File: config.mk
export PLATFORM = sky130hd
export DESIGN_NAME = ps2_host_tx
export DESIGN_NICKNAME = d
export VERILOG_FILES = /design/src/rtl/ps2_pkg.sv /design/src/rtl/ps2_sync_edge.sv /design/src/rtl/ps2_host_tx.sv
export SDC_FILE = /design/constraint.sdc
export NUM_CORES = 1
export LEC_CHECK = 0
export ABC_AREA = 1
export BUFFER_PORTS_ARGS = -buffer_cell sky130_fd_sc_hd__buf_2
export CORE_UTILIZATION = 60
export CTS_CLUSTER_SIZE = 25
export DETAILED_ROUTE_END_ITERATION = 6
export PLACE_DENSITY_LB_ADDON = 0.25
export SLEW_MARGIN = 15
export SYNTH_ARGS = -nofsm -noshare
export SYNTH_HDL_FRONTEND = slang
export SYNTH_SLANG_ARGS = --single-unit
File: constraint.sdc
create_clock -name CLOCK -period 2.6 [get_ports CLOCK]
set_clock_uncertainty 0.15 [all_clocks]
set_input_delay 0.13 -clock CLOCK [delete_from_list [all_inputs] [get_ports CLOCK]]
set_output_delay 0.13 -clock CLOCK [all_outputs]
set_load 0.005 [all_outputs]
File: src/rtl/ps2_pkg.sv
// Shared definitions for the PS/2 host transmitter: state encoding,
// odd-parity helper and 50 MHz default timing constants.
`timescale 1ns/1ps
package ps2_pkg;

  typedef enum logic [2:0] {
    ST_IDLE      = 3'd0,
    ST_INHIBIT   = 3'd1,
    ST_REQ       = 3'd2,
    ST_START     = 3'd3,
    ST_DATA      = 3'd4,
    ST_ACK       = 3'd5,
    ST_WAIT_IDLE = 3'd6
  } ps2_state_e;

  // 120 us clock-low request hold at 50 MHz
  localparam int PS2_INHIBIT_CYCLES     = 6000;
  // 15 ms for the device to start clocking
  localparam int PS2_FIRST_EDGE_TIMEOUT = 750000;
  // 2 ms between device clock edges and for the bus to go idle
  localparam int PS2_BIT_TIMEOUT        = 100000;
  // extra attempts when retries are built in
  localparam int PS2_MAX_RETRY          = 2;

  // PS/2 frames carry odd parity: data bits plus parity bit hold an odd count of ones
  function automatic logic odd_parity(input logic [7:0] d);
    return ~(^d);
  endfunction

  function automatic int max_of3(input int a, input int b, input int c);
    int m;
    m = (a > b) ? a : b;
    return (m > c) ? m : c;
  endfunction

endpackage

File: src/rtl/ps2_sync_edge.sv
// Two-flop synchronizers for the PS/2 clock and data pins plus a
// falling-edge strobe on the synchronized clock. The strobe is valid in
// the third cycle after the pin changes. Idle bus level (1) on reset.
`timescale 1ns/1ps
module ps2_sync_edge (
  input  logic i_clk,
  input  logic i_rst_n,
  input  logic i_ps2_clk,
  input  logic i_ps2_dat,
  output logic o_clk_sync,
  output logic o_dat_sync,
  output logic o_clk_fall
);

  logic r_clk_s1, r_clk_s2, r_clk_prev;
  logic r_dat_s1, r_dat_s2;

  // bring both pins into the system clock domain and keep the previous clock level
  always_ff @(posedge i_clk or negedge i_rst_n) begin
    if (!i_rst_n) begin
      r_clk_s1   <= 1'b1;
      r_clk_s2   <= 1'b1;
      r_clk_prev <= 1'b1;
      r_dat_s1   <= 1'b1;
      r_dat_s2   <= 1'b1;
    end else begin
      r_clk_s1   <= i_ps2_clk;
      r_clk_s2   <= r_clk_s1;
      r_clk_prev <= r_clk_s2;
      r_dat_s1   <= i_ps2_dat;
      r_dat_s2   <= r_dat_s1;
    end
  end

  assign o_clk_sync = r_clk_s2;
  assign o_dat_sync = r_dat_s2;
  assign o_clk_fall = r_clk_prev & ~r_clk_s2;

endmodule

File: src/rtl/ps2_host_tx.sv
// PS/2 host-to-device transmitter: sends one command byte using the
// host-request sequence and drives the open-drain pins via output enables.
// Optional macro PS2_TX_RETRY_EN: retry a failed byte up to MAX_RETRY
// times before reporting ERROR.
`timescale 1ns/1ps
module ps2_host_tx
  import ps2_pkg::*;
#(
  parameter int INHIBIT_CYCLES     = PS2_INHIBIT_CYCLES,
  parameter int FIRST_EDGE_TIMEOUT = PS2_FIRST_EDGE_TIMEOUT,
  parameter int BIT_TIMEOUT        = PS2_BIT_TIMEOUT
`ifdef PS2_TX_RETRY_EN
  , parameter int MAX_RETRY        = PS2_MAX_RETRY
`endif
) (
  input  logic       CLOCK,
  input  logic       RESET_N,
  input  logic [7:0] TX_DATA,
  input  logic       TX_START,
  output logic       BUSY,
  output logic       DONE,
  output logic       ERROR,
  input  logic       PS2_CLK_IN,
  input  logic       PS2_DAT_IN,
  output logic       PS2_CLK_OE,
  output logic       PS2_DAT_OE
);

  localparam logic [2:0] S_IDLE      = ST_IDLE;
  localparam logic [2:0] S_INHIBIT   = ST_INHIBIT;
  localparam logic [2:0] S_REQ       = ST_REQ;
  localparam logic [2:0] S_START     = ST_START;
  localparam logic [2:0] S_DATA      = ST_DATA;
  localparam logic [2:0] S_ACK       = ST_ACK;
  localparam logic [2:0] S_WAIT_IDLE = ST_WAIT_IDLE;

  // one down-counter serves both the inhibit hold and the timeouts
  localparam int CW = $clog2(max_of3(INHIBIT_CYCLES, FIRST_EDGE_TIMEOUT, BIT_TIMEOUT) + 1);

  logic w_clk_sync, w_dat_sync, w_clk_fall;
  logic w_timed, w_tmo, w_nack, w_fail, w_tx_bit;

  logic [2:0]    r_state;
  logic [CW-1:0] r_cnt;
  logic [3:0]    r_bits;
  logic [7:0]    r_byte;
  logic          r_parity;
  logic          r_busy, r_done, r_error, r_clk_oe, r_dat_oe;
`ifdef PS2_TX_RETRY_EN
  logic [1:0]    r_attempt;
`endif

  ps2_sync_edge u_sync (
    .i_clk      (CLOCK),
    .i_rst_n    (RESET_N),
    .i_ps2_clk  (PS2_CLK_IN),
    .i_ps2_dat  (PS2_DAT_IN),
    .o_clk_sync (w_clk_sync),
    .o_dat_sync (w_dat_sync),
    .o_clk_fall (w_clk_fall)
  );

  // failure detection and selection of the next bit to present on the data line
  always_comb begin
    w_timed = (r_state == S_START) || (r_state == S_DATA) ||
              (r_state == S_ACK)   || (r_state == S_WAIT_IDLE);
    w_tmo = 1'b0;
    if (w_timed && (r_cnt == {CW{1'b0}})) begin
      // the awaited event in the expiry cycle still wins over the timeout
      if (r_state == S_WAIT_IDLE) begin
        w_tmo = ~(w_clk_sync & w_dat_sync);
      end else begin
        w_tmo = ~w_clk_fall;
      end
    end else begin
      w_tmo = 1'b0;
    end
    w_nack = (r_state == S_ACK) & w_clk_fall & w_dat_sync;
    w_fail = w_tmo | w_nack;
    if (r_bits[3]) begin
      w_tx_bit = r_parity;
    end else begin
      w_tx_bit = r_byte[r_bits[2:0]];
    end
  end

  // transmit sequencer: request, shift bits on device falling edges, check ACK, wait for idle
  always_ff @(posedge CLOCK or negedge RESET_N) begin
    if (!RESET_N) begin
      r_state   <= S_IDLE;
      r_cnt     <= {CW{1'b0}};
      r_bits    <= 4'd0;
      r_byte    <= 8'd0;
      r_parity  <= 1'b0;
      r_busy    <= 1'b0;
      r_done    <= 1'b0;
      r_error   <= 1'b0;
      r_clk_oe  <= 1'b0;
      r_dat_oe  <= 1'b0;
`ifdef PS2_TX_RETRY_EN
      r_attempt <= 2'd0;
`endif
    end else begin
      r_done  <= 1'b0;
      r_error <= 1'b0;
      if (w_fail) begin
        r_clk_oe <= 1'b0;
        r_dat_oe <= 1'b0;
        r_bits   <= 4'd0;
`ifdef PS2_TX_RETRY_EN
        if (r_attempt < 2'(MAX_RETRY)) begin
          // start over with the same latched byte; BUSY stays high
          r_attempt <= r_attempt + 2'd1;
          r_state   <= S_INHIBIT;
          r_clk_oe  <= 1'b1;
          r_cnt     <= CW'(INHIBIT_CYCLES - 1);
        end else begin
          r_state <= S_IDLE;
          r_busy  <= 1'b0;
          r_error <= 1'b1;
          r_cnt   <= {CW{1'b0}};
        end
`else
        r_state <= S_IDLE;
        r_busy  <= 1'b0;
        r_error <= 1'b1;
        r_cnt   <= {CW{1'b0}};
`endif
      end else begin
        case (r_state)
          S_IDLE: begin
            // a request landing on the DONE/ERROR cycle is dropped
            if (TX_START && !r_done && !r_error) begin
              r_byte    <= TX_DATA;
              r_parity  <= odd_parity(TX_DATA);
              r_busy    <= 1'b1;
              r_clk_oe  <= 1'b1;
              r_bits    <= 4'd0;
              r_cnt     <= CW'(INHIBIT_CYCLES - 1);
              r_state   <= S_INHIBIT;
`ifdef PS2_TX_RETRY_EN
              r_attempt <= 2'd0;
`endif
            end
          end
          S_INHIBIT: begin
            if (r_cnt == {CW{1'b0}}) begin
              r_dat_oe <= 1'b1;
              r_state  <= S_REQ;
            end else begin
              r_cnt <= r_cnt - CW'(1);
            end
          end
          S_REQ: begin
            // release clock, keep the start bit driven low
            r_clk_oe <= 1'b0;
            r_cnt    <= CW'(FIRST_EDGE_TIMEOUT - 1);
            r_state  <= S_START;
          end
          S_START, S_DATA: begin
            if (w_clk_fall) begin
              r_cnt  <= CW'(BIT_TIMEOUT - 1);
              r_bits <= r_bits + 4'd1;
              if (r_bits == 4'd9) begin
                // tenth edge: let the stop bit float high
                r_dat_oe <= 1'b0;
                r_state  <= S_ACK;
              end else begin
                r_dat_oe <= ~w_tx_bit;
                r_state  <= S_DATA;
              end
            end else begin
              r_cnt <= r_cnt - CW'(1);
            end
          end
          S_ACK: begin
            // a high ACK is caught as a failure above
            if (w_clk_fall) begin
              r_cnt   <= CW'(BIT_TIMEOUT - 1);
              r_state <= S_WAIT_IDLE;
            end else begin
              r_cnt <= r_cnt - CW'(1);
            end
          end
          S_WAIT_IDLE: begin
            if (w_clk_sync && w_dat_sync) begin
              r_done  <= 1'b1;
              r_busy  <= 1'b0;
              r_cnt   <= {CW{1'b0}};
              r_state <= S_IDLE;
            end else begin
              r_cnt <= r_cnt - CW'(1);
            end
          end
          default: begin
            r_state  <= S_IDLE;
            r_busy   <= 1'b0;
            r_clk_oe <= 1'b0;
            r_dat_oe <= 1'b0;
            r_cnt    <= {CW{1'b0}};
          end
        endcase
      end
    end
  end

  assign BUSY       = r_busy;
  assign DONE       = r_done;
  assign ERROR      = r_error;
  assign PS2_CLK_OE = r_clk_oe;
  assign PS2_DAT_OE = r_dat_oe;

endmodule

# Word level (Yosys, flattened, before mapping)
# Index checks and enable logic that the tools add are counted.
# op_classes
n_addsub	2
mux	38
bitwise_logic	11
n_reduce_logical	25
n_lt_le_gt_ge	1
n_eq_ne	16
# op_table
operator	n
$mux W20	5
$pmux W20 S5	1
$logic_not A20 Y1	1
$sub A20 B1 Y20 const B	1
$mux W3	6
$pmux W3 S6	1
$mux W1	17
$ne A3 B3 Y1 const B	5
$mux W4	3
$reduce_and A3 Y1	4
$reduce_or A5 Y1	2
$eq A3 B3 Y1 const B	3
$pmux W4 S2	1
$reduce_xor A8 Y1	1
$eq A3 B2 Y1 const B	2
$ne A2 B1 Y1 const B	3
$not A1 Y1	6
$pmux W1 S3	2
$reduce_and A5 Y1	1
$add A4 B1 Y4 const B	1
$and A1 B1 Y1	4
$eq A4 B4 Y1 const B	1
$logic_and A1 B1 Y1	4
$lt A3 B4 Y1 const B	1
other kinds (13)	17
# totals
inputBits	13
out_inout_bits	5
regBits	46
wordCells	108

# Depth between registers and ports, before layout
# Gate-level depths: netlist (run 1).
# logic_depth
depth_word	9
ltp_mapped	14
depth_no_buf	14

# Hierarchy
# From an unflattened synthesis (run 1), not the netlist that was laid out.
# hier_totals
hier_cells	391
hier_area_um2	2800.2
# modules_own_cells
module	instances	cells_per_inst	seq_area_each_um2	area_each_um2
ps2_host_tx	1	384	1026.0	2658.8
ps2_sync_edge	1	7	131.4	141.4

# Least setup slack after synthesis (run 1)
# Ideal clock, no wire load.
# synth_path
path_kind	flip-flop to flip-flop
startpoint	register r_cnt[0]
endpoint	register r_bits[0]
t_arrival_ns	1.682
path_stages_with_launch	12
synth_period_minus_slack_ns	1.961
n_path_buf	0
setup_slack_ns	0.639
t_required_ns	2.321
setup_ns	0.129
cell_sequence	dfrtp_1 inv_1 ha_1 nand2_1 nor2_2 nand2_1 nor2_1 nand2_1 nand4_1 nand3_1 nand2_1 o21ai_1
# synth_between
elab_chain_len	6
elab_cells_between_ends	9
classes_between	eq/ne (2); mux (2); bitwise (1); reduce/logical (4)
# synth_lines
element	line	source
from (decl)	ps2_host_tx.sv:44	logic [CW-1:0] r_cnt;
from (signal assigned)	ps2_host_tx.sv:91	r_cnt <= {CW{1'b0}};
from (signal assigned)	ps2_host_tx.sv:127	r_cnt <= {CW{1'b0}};
from (signal assigned)	ps2_host_tx.sv:139	r_cnt <= CW'(INHIBIT_CYCLES - 1);
$logic_not A20 Y1 (*)	ps2_host_tx.sv:68	if (w_timed && (r_cnt == {CW{1'b0}})) begin
$logic_and A1 B1 Y1 (*)	ps2_host_tx.sv:68	
$mux W1 (*)	ps2_host_tx.sv:68	
$or A1 B1 Y1 (*)	ps2_host_tx.sv:79	w_fail = w_tmo | w_nack;
$ne A3 B3 Y1 (no line) or $reduce_bool A3 Y1 (tied branches)	-	
$reduce_and A3 Y1 (no line)	-	
to (signal assigned)	ps2_host_tx.sv:163	r_bits <= r_bits + 4'd1;
to (decl)	ps2_host_tx.sv:45	logic [3:0] r_bits;
# Mark *: on every way between the ends. The rest lies on a longest branch, timed or not.
# A chain may end at the register's enable or synchronous reset.

# Worst setup path after layout (run 1)
# layout_path
startpoint	register r_cnt[0]
endpoint	register r_bits[3]
# Same word-level chain as after synthesis.

==> results of run 1 <==
registers in the layout, indices dropped and copies added (netlist names):
signal / count
r_state: 3
ERROR: 1
r_cnt: 20
u_sync.o_dat_sync: 1
DONE: 1
u_sync.r_clk_prev: 1
PS2_DAT_OE: 1
r_bits: 4
PS2_CLK_OE: 1
u_sync.o_clk_sync: 1
u_sync.r_dat_s1: 1
r_parity: 1
u_sync.r_clk_s1: 1
BUSY: 1
r_byte: 8
where the power goes:
| group | switching [W] | total, W | leakage, nW | internal (W) |
|---|---|---|---|---|
| Combinational | 0.00125 | 0.00193 | 1.06 | 0.000677 |
| Sequential | 0.000258 | 0.00124 | 0.561 | 0.000986 |
| Clock | 0.000251 | 0.000440 | 0.0441 | 0.000189 |
| Total | 0.00176 | 0.00361 | 1.66 | 0.00185 |
area by class of cell:
class                   count  area (um2)  area share, %
repair buffers             33         233           7.17
well taps                  52        65.1           2.01
clock inverters             3        21.3          0.656
clock buffers               5        68.8           2.12
inverters                  53         199           6.13
multi-input cells         299        1500           46.2
flip-flops and latches     46        1160           35.7
per-layer routing:
metal,part of all wire [%],routed length [um]
met1,45,2960
met2,47,3110
met3,5.2,347
met4,3.2,213
met5,0,0
worst register-to-register path: stages, from the launching register on:
cell,delay (ns)
dfrtp_1,0.37
inv_1,0.12
ha_1,0.23
nand2_1,0.12
nor2_2,0.20
nand2_1,0.14
nor2_1,0.19
nand2_1,0.15
nand4_1,0.15
nand3_1,0.20
nand2_1,0.12
o21ai_1,0.06
kinds of logic after synthesis:
group	synth area share [%]
flip-flops	40.2
multiplexers	0.782
AO/OA/AOI/OAI	10.2
adder cells (fa/ha/maj)	1.30
buffers and inverters	7.69
AND/OR/NAND/NOR	34.3
XOR/XNOR	5.48
timing repair:
item | in CTS | in global routing
hold buffers | 11 | 0
setup endpoints to repair | 0 | 0
endpoints found under the hold margin | 51 | 0
resized for setup | 0 | 0
worst paths after layout:
check | from | endpoint | slack, ns | cells after the start
max in group asynchronous | RESET_N | u_sync.o_clk_sync | 1.25 | 3
worst max register to register | r_cnt[0] | r_bits[3] | 0.30 | 11
worst min register to register | u_sync.r_dat_s1 | u_sync.o_dat_sync | 0.21 | 0
worst max-delay path | r_cnt[0] | r_bits[3] | 0.30 | 11
min in group asynchronous | RESET_N | r_cnt[10] | 0.34 | 2
worst min-delay path | u_sync.r_dat_s1 | u_sync.o_dat_sync | 0.21 | 0
stage by stage:
step	util (%)	cell area, um2	total power (W)	hold WS, ns	std cells
CTS	72.5	3240	0.00360	0.210	491
floorplan	-	2880	0.00265	-0.316	402
detailed placement	68.0	3040	0.00313	0.0862	472
global route	72.5	3240	0.00395	0.211	491
finish	72.5	3240	0.00361	0.208	491
global placement	68.0	3040	0.00308	0.0852	472
layout by cell type, fill, tap and decap left out, drive strengths merged:
cell | synthesis | routed
o22ai | 2 | 2
or2 | 1 | 1
dfrtp | 41 | 41
xor2 | 10 | 10
nor3 | 1 | 1
nor4 | 1 | 1
nor3b | 1 | 1
buf | 2 | 22
dlygate4sd3 | 0 | 11
xnor2 | 8 | 8
dfstp | 5 | 5
nand4 | 10 | 10
clkinv | 0 | 2
nand3 | 37 | 37
nand2 | 106 | 106
clkinvlp | 0 | 1
a22oi | 1 | 1
inv | 53 | 53
nand3b | 1 | 1
ha | 3 | 3
nor2 | 66 | 66
a21oi | 16 | 16
o21bai | 1 | 1
o21ai | 29 | 29
mux2 | 2 | 2
o211ai | 3 | 3
clkbuf | 2 | 5
==> impl_metrics.json, run 1 <==
{
  "status": "finished clean",
  "globalRouteTotalUtil_pct": 28.5,
  "die_width_um": 71.3,
  "final_net_count": 454,
  "critical-path-max-stage-delay_ns": 0.37,
  "path_cells": "inv_1 > ha_1 > nand2_1 > nor2_2 > nand2_1 > nor2_1 > nand2_1 > nand4_1 > nand3_1 > nand2_1 > o21ai_1",
  "io-pin-count": 18,
  "worst_ep_required_time_ns": 2.65,
  "synth_sequential_area_ratio_pct": 40.2,
  "synthFlopType": "dfrtp_1",
  "synthesized_area_per_cell_um2": 7.16,
  "insertion_delay_ns": 0.31,
  "die_y_um": 71.3,
  "grt_start_max_net_pins": 43,
  "synth_top_area_share_pct": 35.6,
  "clk_transition_reported_paths_ns": 0.09,
  "fin_crit_sh_pct": 88.3,
  "synth.top_cells.by_area": "dfrtp_1, nand2_1, nor2_1, nand3_1, inv_1",
  "clock_tree.buffer_depth": 2,
  "slew-limit-headroom_pct": 39.7,
  "n_antenna_cell": 0,
  "tritoncts_clock_tree": "yes",
  "fmax_mhz": 435,
  "h-tree-depth": 2,
  "global_routing_s_busiest_layer": "met2",
  "hold_violations": 0,
  "timing.hold.worst.class": "flop to flop",
  "worstSetupEndpointType": "flop",
  "syn_inst": 402,
  "rows": 24,
  "clock_sinks": 46,
  "place.gp.congestion": 0.920,
  "synth_seq_cells": 46,
  "post-route-min-period_ns": 2.30,
  "post_drt_via_cell_ratio": 5.58,
  "met2_usage_pct": 47.1,
  "setup_repair_after_global_routing_missed_its_margin": "false",
  "dr.pass1.iters": 5,
  "floorplan.die_area_mm2": 0.00508,
  "post_route_cells_drive_above_1_share_pct": 13.9,
  "met3_usage_pct": 3.23,
  "num_vias": 2738,
  "grt_pass1_wl_um": 11300,
  "buffer_ports.inserted": 17,
  "yosysWarnings": 0,
  "netlist_top_cells_count": "nand2_1, nor2_1, inv_1",
  "setup_viol": 0,
  "layout-area-overhead-vs-synth_pct": 12.7,
  "worst_path_most_repeated_cell": "nand2_1",
  "power.ir.vdd_worst_mv": 0.784,
  "timing.critical_path.max_delay_family": "simple AND/OR/NAND/NOR gates",
  "grt_util_met1_pct": 38.1,
  "max_cap_viol": 0,
  "wl_per_cell_um": 13.5,
  "fin_setup_tns_ns": 0,
  "startpoint_kind_of_the_worst_setup_timing_path": "flop",
  "report.final.slew_viol_count": 0,
  "critical_path_peak_fanout": 6,
  "dr.first_iter.drc_count": 251,
  "synth_edf_count": 0,
  "grt_overflow_total": 0,
  "clock_tree.root_cell": "clkbuf_8",
  "synthesis.area_mm2": 0.00288,
  "initial_core_util_pct": 64.3,
  "detail-route-antenna-nets": 0,
  "pwr_density_cell_mw_per_mm2": 1110,
  "synth_fp_nets": 418,
  "coreArea_mm2": 0.00447,
  "synth_cell_types": 34,
  "setup_bufs_post_cts": 0,
  "synth_largest_area_cell": "dfrtp_1",
  "grt_antenna_before_repair": 0,
  "timing.critical_path.buf_inv": 1,
  "cts_inserted_buffers": 5,
  "timing.setup.critical_path_class": "flop to flop",
  "worstPathArrival_ns": 2.34,
  "first_global_vias": 2560,
  "pre_cts_ws_ns": 0.344,
  "cp_slowest_cell": "dfrtp_1",
  "max_slew.worst_pin.slew_ns": 0.904,
  "static-leakage-power_nw": 1.66,
  "postLayoutSetupSlackWorst_ns": 0.303,
  "drc_errors": 0,
  "synthArstFlopShare_pct": 100,
  "route.final.wire_length_um": 6630,
  "post-dp-hpwl_um": 4880,
  "fill_cells": 378,
  "yosysMostFrequentCell": "nand2_1"
}
Power figures use the tool's default switching activity.
==> run 2, diff against run 1 <==
--- a/config.mk
+++ b/config.mk
@@ -7,7 +7,9 @@
 export LEC_CHECK = 0
 export ABC_AREA = 1
 export BUFFER_PORTS_ARGS = -buffer_cell sky130_fd_sc_hd__buf_2
-export CORE_UTILIZATION = 60
+export CELL_PAD_IN_SITES_DETAIL_PLACEMENT = 0
+export CELL_PAD_IN_SITES_GLOBAL_PLACEMENT = 2
+export CORE_UTILIZATION = 35
 export CTS_CLUSTER_SIZE = 25
 export DETAILED_ROUTE_END_ITERATION = 6
 export PLACE_DENSITY_LB_ADDON = 0.25
==> impl_metrics.json, run 2 (same netlist as run 1, synthesis figures left out) <==
{
  "status": "finished clean",
  "detailed_place.area_mm2": 0.00313,
  "dr.pass1.iters": 4,
  "grt_start_max_net_pins": 19,
  "first_global_vias": 2620,
  "globalRouteTotalUtil_pct": 19.7,
  "floorplan.die_area_mm2": 0.00859,
  "place.gp.congestion": 0.825,
  "dr.first_iter.drc_count": 151,
  "postLayoutSetupSlackWorst_ns": 0.261,
  "path_cells": "inv_1 > ha_1 > nand2_1 > nor2_4 > nand2_1 > nor2_1 > nand2_1 > nand4_1 > nand2_1 > o21ai_0 > nand2_1",
  "grt_overflow_total": 0,
  "critical-path-max-stage-delay_ns": 0.38,
  "post_route_cells_drive_above_1_share_pct": 14.7,
  "timing.setup.critical_path_class": "flop to flop",
  "post_drt_via_cell_ratio": 4.84,
  "largest-register": "r_cnt",
  "cts_inserted_buffers": 5,
  "hold_violations": 0,
  "setup_viol": 0,
  "worst_path_most_repeated_cell": "nand2_1",
  "static-leakage-power_nw": 1.68,
  "io-pin-count": 18,
  "die_y_um": 92.7,
  "worstSetupEndpointType": "flop",
  "coreArea_mm2": 0.00785,
  "max_slew.worst_pin.slew_ns": 0.406,
  "layout_top_registers": "r_cnt x20, r_byte x8, r_bits x4",
  "route.final.wire_length_um": 7660,
  "grt_antenna_before_repair": 0,
  "timing.hold.worst.class": "input port to asynchronous set/reset pin",
  "n_antenna_cell": 0,
  "cp_slowest_cell": "dfrtp_1",
  "clock_tree.root_cell": "clkbuf_8",
  "max_cap_viol": 0,
  "slew-limit-headroom_pct": 72.8,
  "detail-route-antenna-nets": 0,
  "post-route-min-period_ns": 2.34,
  "fill_cells": 872,
  "critical_path_peak_fanout": 5,
  "finish.instance_area_mm2": 0.00334,
  "rows": 32,
  "multi_input_comb_area_mm2": 0.00151,
  "setup_repair_after_global_routing_missed_its_margin": "false",
  "startpoint_kind_of_the_worst_setup_timing_path": "flop",
  "drc_errors": 0,
  "initial_core_util_pct": 36.7,
  "grt_pass1_wl_um": 13100,
  "clock_sinks": 46,
  "die_width_um": 92.7,
  "fmax_mhz": 428,
  "buffer_ports.inserted": 17,
  "wl_per_cell_um": 14.1,
  "pre_cts_ws_ns": 0.240,
  "clk_transition_reported_paths_ns": 0.08,
  "fin_setup_tns_ns": 0,
  "num_vias": 2634,
  "worst_ep_required_time_ns": 2.64,
  "tritoncts_clock_tree": "yes",
  "clock_tree.buffer_depth": 2,
  "report.final.slew_viol_count": 0,
  "worstPathArrival_ns": 2.38,
  "final_net_count": 457,
  "r2r.worst_path.cells": 11,
  "power.ir.vdd_worst_mv": 0.498,
  "final-seq-area_mm2": 0.00116,
  "pwr_density_cell_mw_per_mm2": 1100,
  "h-tree-depth": 2,
  "setup_bufs_post_cts": 0,
  "insertion_delay_ns": 0.30,
  "largest_register_ffs": 20,
  "layout-area-overhead-vs-synth_pct": 16.2,
  "fin_crit_sh_pct": 90.0,
  "post-dp-hpwl_um": 5800,
  "hold_slack_ns": 0.113,
  "mostFrequentLayoutCell": "nand2_1",
  "fin_total_pwr_w": 0.00369,
  "commonest_cells_after_routing_fill_and_taps_aside": "nand2_1, nor2_1, inv_1, dfrtp_1, nand3_1"
}
run 2: stage by stage:
stage / util, % / cells
floorplan: - / 402
global placement: 39.9 / 525
detailed placement: 39.9 / 525
CTS: 42.5 / 544
global route: 42.6 / 544
finish: 42.6 / 544
run 2: worst max-delay path, delay by kind of cell (launching register included):
family                   cells  cell delay (ns)
AND/OR/NAND/NOR              8             1.15
flip-flops                   1             0.38
adder cells (fa/ha/maj)      1             0.25
AO/OA/AOI/OAI                1             0.18
buffers and inverters        1             0.13
run 2: metal layers:
| layer | wire, um | share of wire, % | track usage [%] | vias up |
|---|---|---|---|---|
| li1 | - | - | - | 1360 |
| met1 | 3800 | 50 | 26.4 | 1243 |
| met2 | 3610 | 47 | 33.3 | 25 |
| met3 | 163 | 2.1 | 2.96 | 6 |
| met4 | 86 | 1.1 | 5.13 | 0 |
| met5 | 0 | 0 | 0 | - |
run 2: timing repair:
| action | CTS | global route |
|---|---|---|
| resized for setup | 0 | 2 |
| setup endpoints to repair | 0 | 6 |
| hold buffers | 11 | 0 |
| hold endpoints to repair | 56 | 0 |
run 2: layout make-up:
cell class	instances	share of cell area [%]
Inverter	53	5.95
Timing Repair Buffer	36	7.63
Clock buffer	6	2.47
Clock inverter	2	0.374
Multi-Input combinational cell	299	45.2
Sequential cell	46	34.6
Tap cell	102	3.82
run 2: final timing paths:
check                           startpoint           endpoint  slack [ns]
max                               r_cnt[0]         r_state[1]        0.26
min                                RESET_N           r_cnt[6]        0.11
max reg2reg                       r_cnt[0]         r_state[1]        0.26
min reg2reg                u_sync.r_dat_s1  u_sync.o_dat_sync        0.21
max in group asynchronous          RESET_N           r_cnt[5]        1.59
min in group CLOCK         u_sync.r_dat_s1  u_sync.o_dat_sync        0.21
run 2: power breakdown:
part	internal [W]	switching [W]
Sequential	0.000986	0.000264
Clock	0.000214	0.000253
Combinational	0.000696	0.00128
Total	0.00190	0.00180
